## config.mk

```make
export PLATFORM = sky130hd
export DESIGN_NAME = chess_cursor_ctrl
export DESIGN_NICKNAME = d
export VERILOG_FILES = /design/src/rtl/chess_cursor_ctrl.sv
export SDC_FILE = /design/constraint.sdc
export NUM_CORES = 1
export LEC_CHECK = 0
export CORE_MARGIN = 5
export CORE_UTILIZATION = 40
export CTS_CLUSTER_SIZE = 28
export DETAILED_ROUTE_END_ITERATION = 8
export PLACE_DENSITY = 0.71
export SLEW_MARGIN = 20
export SYNTH_ARGS = -nofsm -noshare
export SYNTH_HDL_FRONTEND = slang
export SYNTH_SLANG_ARGS = --single-unit
```

## constraint.sdc

```tcl
create_clock -name CLK -period 2.1 [get_ports CLK]
set_input_delay 0.42 -clock CLK [delete_from_list [all_inputs] [get_ports CLK]]
set_output_delay 0.42 -clock CLK [all_outputs]
set_load 0.05 [all_outputs]
```

## src/rtl/chess_cursor_ctrl.sv

```systemverilog
// rtl/chess_cursor_ctrl.sv - chess board cursor and move-request controller
// Define CHESS_CURSOR_WRAP_EN for modulo-8 cursor wrap; default saturates at 0 and 7.
module chess_cursor_ctrl #(
  parameter logic [2:0] CURSOR_X0 = 3'd4,
  parameter logic [2:0] CURSOR_Y0 = 3'd0
) (
  input  logic       CLK,
  input  logic       RESET,
  input  logic       BtnL_pulse,
  input  logic       BtnR_pulse,
  input  logic       BtnU_pulse,
  input  logic       BtnD_pulse,
  input  logic       BtnC_pulse,
  output logic [2:0] cursor_x,
  output logic [2:0] cursor_y,
  output logic       src_valid,
  output logic       move_valid,
  input  logic       move_ready,
  input  logic       move_legal,
  output logic [5:0] move_src,
  output logic [5:0] move_dst,
  output logic       turn
);

  typedef enum logic [1:0] {SEL_SRC, SEL_DST, REQ} state_t;

  state_t     r_state, w_state_nxt;
  logic [2:0] r_x, r_y, w_x_nxt, w_y_nxt;
  logic       r_src_valid, w_src_valid_nxt;
  logic       r_move_valid, w_move_valid_nxt;
  logic [5:0] r_move_src, w_move_src_nxt;
  logic [5:0] r_move_dst, w_move_dst_nxt;
  logic       r_turn, w_turn_nxt;
  logic [5:0] w_cur;

  // Opposing pulses in the same cycle cancel each other.
  function automatic logic [2:0] axis_step(input logic [2:0] v, input logic inc, input logic dec);
    logic [2:0] res;
    res = v;
`ifdef CHESS_CURSOR_WRAP_EN
    if (inc && !dec) res = v + 3'd1;
    else if (dec && !inc) res = v - 3'd1;
`else
    if (inc && !dec && v != 3'd7) res = v + 3'd1;
    else if (dec && !inc && v != 3'd0) res = v - 3'd1;
`endif
    return res;
  endfunction

  assign w_cur = {r_y, r_x};

  always_comb begin
    w_state_nxt      = r_state;
    w_x_nxt          = r_x;
    w_y_nxt          = r_y;
    w_src_valid_nxt  = r_src_valid;
    w_move_valid_nxt = r_move_valid;
    w_move_src_nxt   = r_move_src;
    w_move_dst_nxt   = r_move_dst;
    w_turn_nxt       = r_turn;
    case (r_state)
      SEL_SRC: begin
        w_x_nxt = axis_step(r_x, BtnR_pulse, BtnL_pulse);
        w_y_nxt = axis_step(r_y, BtnU_pulse, BtnD_pulse);
        if (BtnC_pulse) begin
          w_move_src_nxt  = w_cur;
          w_src_valid_nxt = 1'b1;
          w_state_nxt     = SEL_DST;
        end
      end
      SEL_DST: begin
        w_x_nxt = axis_step(r_x, BtnR_pulse, BtnL_pulse);
        w_y_nxt = axis_step(r_y, BtnU_pulse, BtnD_pulse);
        if (BtnC_pulse) begin
          if (w_cur == r_move_src) begin
            w_src_valid_nxt = 1'b0;
            w_state_nxt     = SEL_SRC;
          end else begin
            w_move_dst_nxt   = w_cur;
            w_move_valid_nxt = 1'b1;
            w_state_nxt      = REQ;
          end
        end
      end
      REQ: begin
        if (r_move_valid && move_ready) begin
          w_move_valid_nxt = 1'b0;
          w_src_valid_nxt  = 1'b0;
          w_turn_nxt       = r_turn ^ move_legal;
          w_state_nxt      = SEL_SRC;
        end
      end
      default: w_state_nxt = SEL_SRC;
    endcase
  end

  always_ff @(posedge CLK or posedge RESET) begin
    if (RESET) begin
      r_state      <= SEL_SRC;
      r_x          <= CURSOR_X0;
      r_y          <= CURSOR_Y0;
      r_src_valid  <= 1'b0;
      r_move_valid <= 1'b0;
      r_move_src   <= 6'd0;
      r_move_dst   <= 6'd0;
      r_turn       <= 1'b0;
    end else begin
      r_state      <= w_state_nxt;
      r_x          <= w_x_nxt;
      r_y          <= w_y_nxt;
      r_src_valid  <= w_src_valid_nxt;
      r_move_valid <= w_move_valid_nxt;
      r_move_src   <= w_move_src_nxt;
      r_move_dst   <= w_move_dst_nxt;
      r_turn       <= w_turn_nxt;
    end
  end

  assign cursor_x   = r_x;
  assign cursor_y   = r_y;
  assign src_valid  = r_src_valid;
  assign move_valid = r_move_valid;
  assign move_src   = r_move_src;
  assign move_dst   = r_move_dst;
  assign turn       = r_turn;

endmodule
```

==> Word level (Yosys, flattened, before mapping) <==
Index checks and enable logic that the tools add are counted.
{ "totals": {"out_inout_bits": 21, "word_cells": 70, "inputBits": 9, "ff_bits": 23} }
{ "classes": {"n_eq_ne": 10, "reduce_logical": 29, "bitwise": 2, "muxes": 17, "n_addsub": 4} }
{ "ops": {"columns": ["op", "n"], "rows": [
  ["two-way mux 3 bit", 4],
  ["!= test 2 bit, second input constant", 5],
  ["logical AND 1 bit", 9],
  ["nonzero test 3 bit", 3],
  ["two-way mux 2 bit", 4],
  ["AND reduction 2 bit", 4],
  ["adder 3 x 1 -> 3 bit, second input constant", 2],
  ["equality test 6 bit", 1],
  ["two-way mux 1 bit", 6],
  ["!= test 3 bit, second input constant", 2],
  ["one-hot mux 2 bit (3 select lines)", 1],
  ["AND reduction 3 bit", 2],
  ["nonzero test 2 bit", 3],
  ["subtractor 3 x 1 -> 3 bit, second input constant", 2],
  ["AND reduction 5 bit", 1],
  ["logical NOT 1 bit", 4],
  ["AND reduction 4 bit", 1],
  ["one-hot mux 1 bit (3 select lines)", 1],
  ["equality test 2 x 1 -> 1 bit, second input constant", 1],
  ["equality test 2 bit, second input constant", 1],
  ["logical NOT 2 bit", 1],
  ["one-hot mux 1 bit (2 select lines)", 1],
  ["OR reduction 2 bit", 1],
  ["inverter 1 bit", 1],
  ["XOR 1 bit", 1]
]} }

==> Logic depth before layout (Yosys ltp) <==
{ "depth": {"word_depth": 5, "depth_mapped": 9, "mapped_depth_nobuf": 8} }

==> Worst setup path after synthesis <==
OpenSTA, ideal clock, no wires.
{ "synth_timing": {"kind": "flip-flop to flip-flop", "start": "register r_x[0], in the netlist cursor_x[0]", "end": "register r_x[2], in the netlist cursor_x[2]", "path_buffers": 1, "synth_period_minus_slack_ns": 2.019, "setup_time_ns": 0.074, "path_stages_with_launch": 9, "required_time_ns": 2.026, "arrival_time_ns": 1.944, "slack_ns": 0.081, "path_cell_list": "dfrtp_1 > buf_2 > nand2_1 > nand3_1 > o21ai_0 > ha_1 > or3_1 > a21o_1 > o2bb2ai_1"} }
{ "synth_between": {"elab_chain_len": 4, "word_cells_on_any_way": 10, "cone_classes": "add/sub (2); eq/ne (1); mux (2); reduce/logical (5)"} }
{ "synth_lines": {"columns": ["item", "line", "text"], "rows": [
  ["from (decl)", "28", "logic [2:0] r_x, r_y, w_x_nxt, w_y_nxt;"],
  ["from (signal assigned)", "109", "r_x <= w_x_nxt;"],
  ["parallel branches: the longest is 4 deep, another holds subtractor 3 x 1 -> 3 bit", null, null]
]} }
Several ways; the timed one is not identified. The select of a mux whose other input is x is not followed.
A chain may end at the register's enable or synchronous reset.

==> Worst setup path after layout <==
{ "layout_timing": {"start": "register r_move_valid, in the netlist move_valid", "end": "output port move_valid"} }
{ "layout_rtl": {"columns": ["item", "line", "text"], "rows": [
  ["from (decl)", "30", "logic r_move_valid, w_move_valid_nxt;"],
  ["from (signal assigned)", "112", "r_move_valid <= w_move_valid_nxt;"],
  ["to (decl)", "17", "output logic move_valid,"]
]} }
No word-level cell between the ends.

==> flow_summary_export.csv <==
group,metric,value,unit
run_status,outcome,"complete, no violations",
critical_path,cp_max_fo,5,
grt,grt_start_max_net_pins,15,
grt,grt_pass1_vias,1033,
cells_and_area,fin_util,54.6,%
run,drv_cap,0,
critical_path,path_buf_inv,1,
critical_path,ff2ff_path_depth,7,
placed_design,io_buffers,29,
clock_network,htreeDepth,1,
timing,finalHoldViolCount,0,
timing,fin_crit_sh,94.8,%
clock_network,cts_buffer_depth,2,
cells_and_area,drive_above_1_share,25.3,%
placed_design,dp_worst_setup_slack,-0.265,ns
grt,grt_pass1_wl,4500,µm
critical_path,worstPathArrival,1.57,ns
clock_network,clkTransAtPathRegs,0.13,ns
die,die_x,67.3,µm
cells_and_area,nets,170,
placed_design,place_area,0.00166,mm²
timing,setup_slack,0.109,ns
critical_path,cp_top_family,"buffers and inverters",
critical_path,crit_type,"reg -> out",
yosys,synth_area_leaders,"dfrtp_1 42%, mux2_2 13%, ha_1 5.7%",
critical_path,crit_slowest_cell,"clkdlybuf4s50_1",
min_path,hold_path.class,"in -> async",
clock_network,cts-root-buf,"clkbuf_4",
timing,fmax,0.502,GHz
die,core_area,0.00310,mm²
timing,finalClockSkew,0.00547,ns
timing,finalSetupViolCount,0,
die,die_area,0.00453,mm²
timing,report.final.slew_viol_count,0,
yosys,ys_seq_area_share,43.9,%
yosys,ys_ff_latch,23,
route,num_vias,1020,
placed_design,gp_congestion,0.801,
route,drc,0,
yosys,yosys.area.top_type_share,41.9,%
grt,grt_usage,13.2,%
yosys,postSynthCellCount,120,
clock_network,cts_made_buffers,3,
yosys,ys_warn_count,0,
yosys,yosysUniqueCellTypes,34,
timing,rsz0062_at_grt,"no",
route,viasPerCell,5.15,
timing,period_minus_slack,1.99,ns
yosys,syn_nets,135,
cells_and_area,area_delta_synth_final,28.9,%
cells_and_area,antenna_cells,0,
die,die_h,67.3,µm
route,routed_wl,2690,µm
clock_network,postCtsHoldBufs,0,
critical_path,startpoint_type,"flip-flop",
yosys,avgSynthCellArea,10.9,µm²
critical_path,reg2reg_from,"cursor_y[2]$_DFFE_PP0P_",
route,final_antenna_net_count,0,
critical_path,path_cells,"clkdlybuf4s50_1",
critical_path,crit_path_start,"move_valid$_DFFE_PP0P_",
clock_network,tritoncts,"built",
critical_path,cp.depth,1,
cells_and_area,final_cells,198,
route,drt_iter0_markers,15,
critical_path,crit_end,"move_valid",
placed_design,dpl.cell_count,194,
grt,grt_overflow,0,
critical_path,r2r-end,"cursor_y[2]$_DFFE_PP0P_",
die,rows,20,
clock_network,worstSkewPairLatency,0.32,ns
critical_path,end_kind,"primary output",
clock_network,cts_setup_buffers,0,
critical_path,cpPeakStageDelay,0.82,ns
clock_network,clock_sink_count,23,
timing,worstMarginPinSlew,0.516,ns
route,drt_first_pass_iters,4,
cells_and_area,final_cell_area,0.00169,mm²
grt,antenna_found_initial,0,
critical_path,r2r_slack,0.22,ns
critical_path,worstPathRequired,1.68,ns
yosys,synth_area,0.00131,mm²
die,pin_count,30,
yosys,synth_top_area_cell,"dfrtp_1",
placed_design,hpwl,2130,µm
route,wl_per_cell,13.6,µm
die,initial_core_util,42.3,%
timing,slew_headroom,65.5,%
clock_network,cts_resized,0,
## cells in the final DEF, fill, tap and decap left out, types with 2 or more instances in the layout
cell type / instances
ha_1: 6
nand2_1: 8
dfrtp_1: 22
mux2_2: 15
nand3_1: 5
a21oi_1: 2
o41ai_1: 3
xnor2_1: 3
nor3_1: 3
clkdlybuf4s50_1: 23
nand4_1: 2
a21boi_0: 2
o2bb2ai_1: 2
o21ai_0: 7
nor2b_1: 2
buf_4: 14
inv_1: 5
clkbuf_4: 3
nor2_1: 3
xor2_1: 8
## state kept, by name (all words and copies together) (netlist names)
| name | cells |
|---|---|
| r_state | 2 |
| move_valid | 1 |
| turn | 1 |
| cursor_x | 3 |
| cursor_y | 3 |
| move_src | 6 |
| src_valid | 1 |
| move_dst | 6 |
## how the worst min path moves through the flow
stage                           startpoint                 endpoint  slack, ns
after floorplan                      RESET  cursor_x[0]$_DFFE_PP0P_       0.42
after global placement    turn$_DFFE_PP0P_         turn$_DFFE_PP0P_       0.46
after detailed placement  turn$_DFFE_PP0P_         turn$_DFFE_PP0P_       0.47
after CTS                            RESET  move_dst[0]$_DFFE_PP0P_       0.40
after global routing                 RESET  cursor_x[1]$_DFFE_PP0P_       0.44
final                                RESET  move_dst[0]$_DFFE_PP0P_       0.39
## kinds of logic after synthesis
family / count (synthesis) / synth area share (%)
and+or+nand+nor: 28 / 11.8
AOI/OAI and AO/OA: 25 / 13.6
DFF: 23 / 43.9
muxes: 15 / 12.9
buffers and inverters: 12 / 4.76
xor gates and xnor gates: 11 / 7.33
adders and majority gates: 6 / 5.71
## synth_stat cells
| cell | number |
|---|---|
| a211oi_1 | 1 |
| a2bb2oi_1 | 1 |
| nor2_1 | 3 |
| o31ai_1 | 1 |
| nor3_1 | 3 |
| nand4b_1 | 1 |
| a41oi_1 | 1 |
| ha_1 | 6 |
| a21o_1 | 1 |
| nand2_1 | 8 |
| nor2b_1 | 3 |
| buf_6 | 1 |
| nand4_1 | 2 |
| nor4_4 | 1 |
| a21boi_0 | 2 |
| a21oi_1 | 2 |
| xnor2_1 | 3 |
| xor2_1 | 8 |
| a211o_2 | 1 |
| or3_1 | 1 |
| a21oi_2 | 1 |
| o2bb2ai_1 | 2 |
| dfrtp_1 | 22 |
| buf_2 | 5 |
| dfstp_2 | 1 |
| o41ai_1 | 3 |
| inv_1 | 5 |
| o21ai_0 | 7 |
| nand2b_1 | 1 |
| nand3_1 | 5 |
| mux2_2 | 15 |
| buf_4 | 1 |
| o21ba_2 | 1 |
| a31oi_1 | 1 |
## layout make-up
| cell class | count | area, µm² |
|---|---|---|
| Fill cell | 312 | 1410 |
| Multi-Input combinational cell | 85 | 677 |
| Sequential cell | 23 | 577 |
| Timing Repair Buffer | 37 | 335 |
| Tap cell | 44 | 55.1 |
| Clock buffer | 3 | 22.5 |
| Inverter | 5 | 18.8 |
| Clock inverter | 1 | 7.51 |
## per-stage QoR
step | hold slack [ns] | setup TNS (ns)
floorplan | 0.421 | 0
detailed placement | 0.471 | -0.328
global placement | 0.463 | -0.0569
global route | 0.438 | 0
CTS | 0.402 | 0
finish | 0.393 | 0
## worst register-to-register path: stages, from the launching register on
cell     delay [ns]
dfrtp_1        0.54
nand2_1        0.10
nand3_1        0.08
o21ai_0        0.08
ha_1           0.25
xor2_1         0.18
o41ai_1        0.39
o41ai_1        0.15
## metal layers
metal  GRT usage, %  share of wire, %  vias up
met3           4.16               3.9        2
met1           15.4                43      505
met5              0                 0        -
met2           22.9                53       18
li1               -                 -      495
met4           4.05              0.78        0
Power is left out: the tool's default activity adds up to more than one toggle a clock period on the data nets, which glitch-free logic cannot reach.
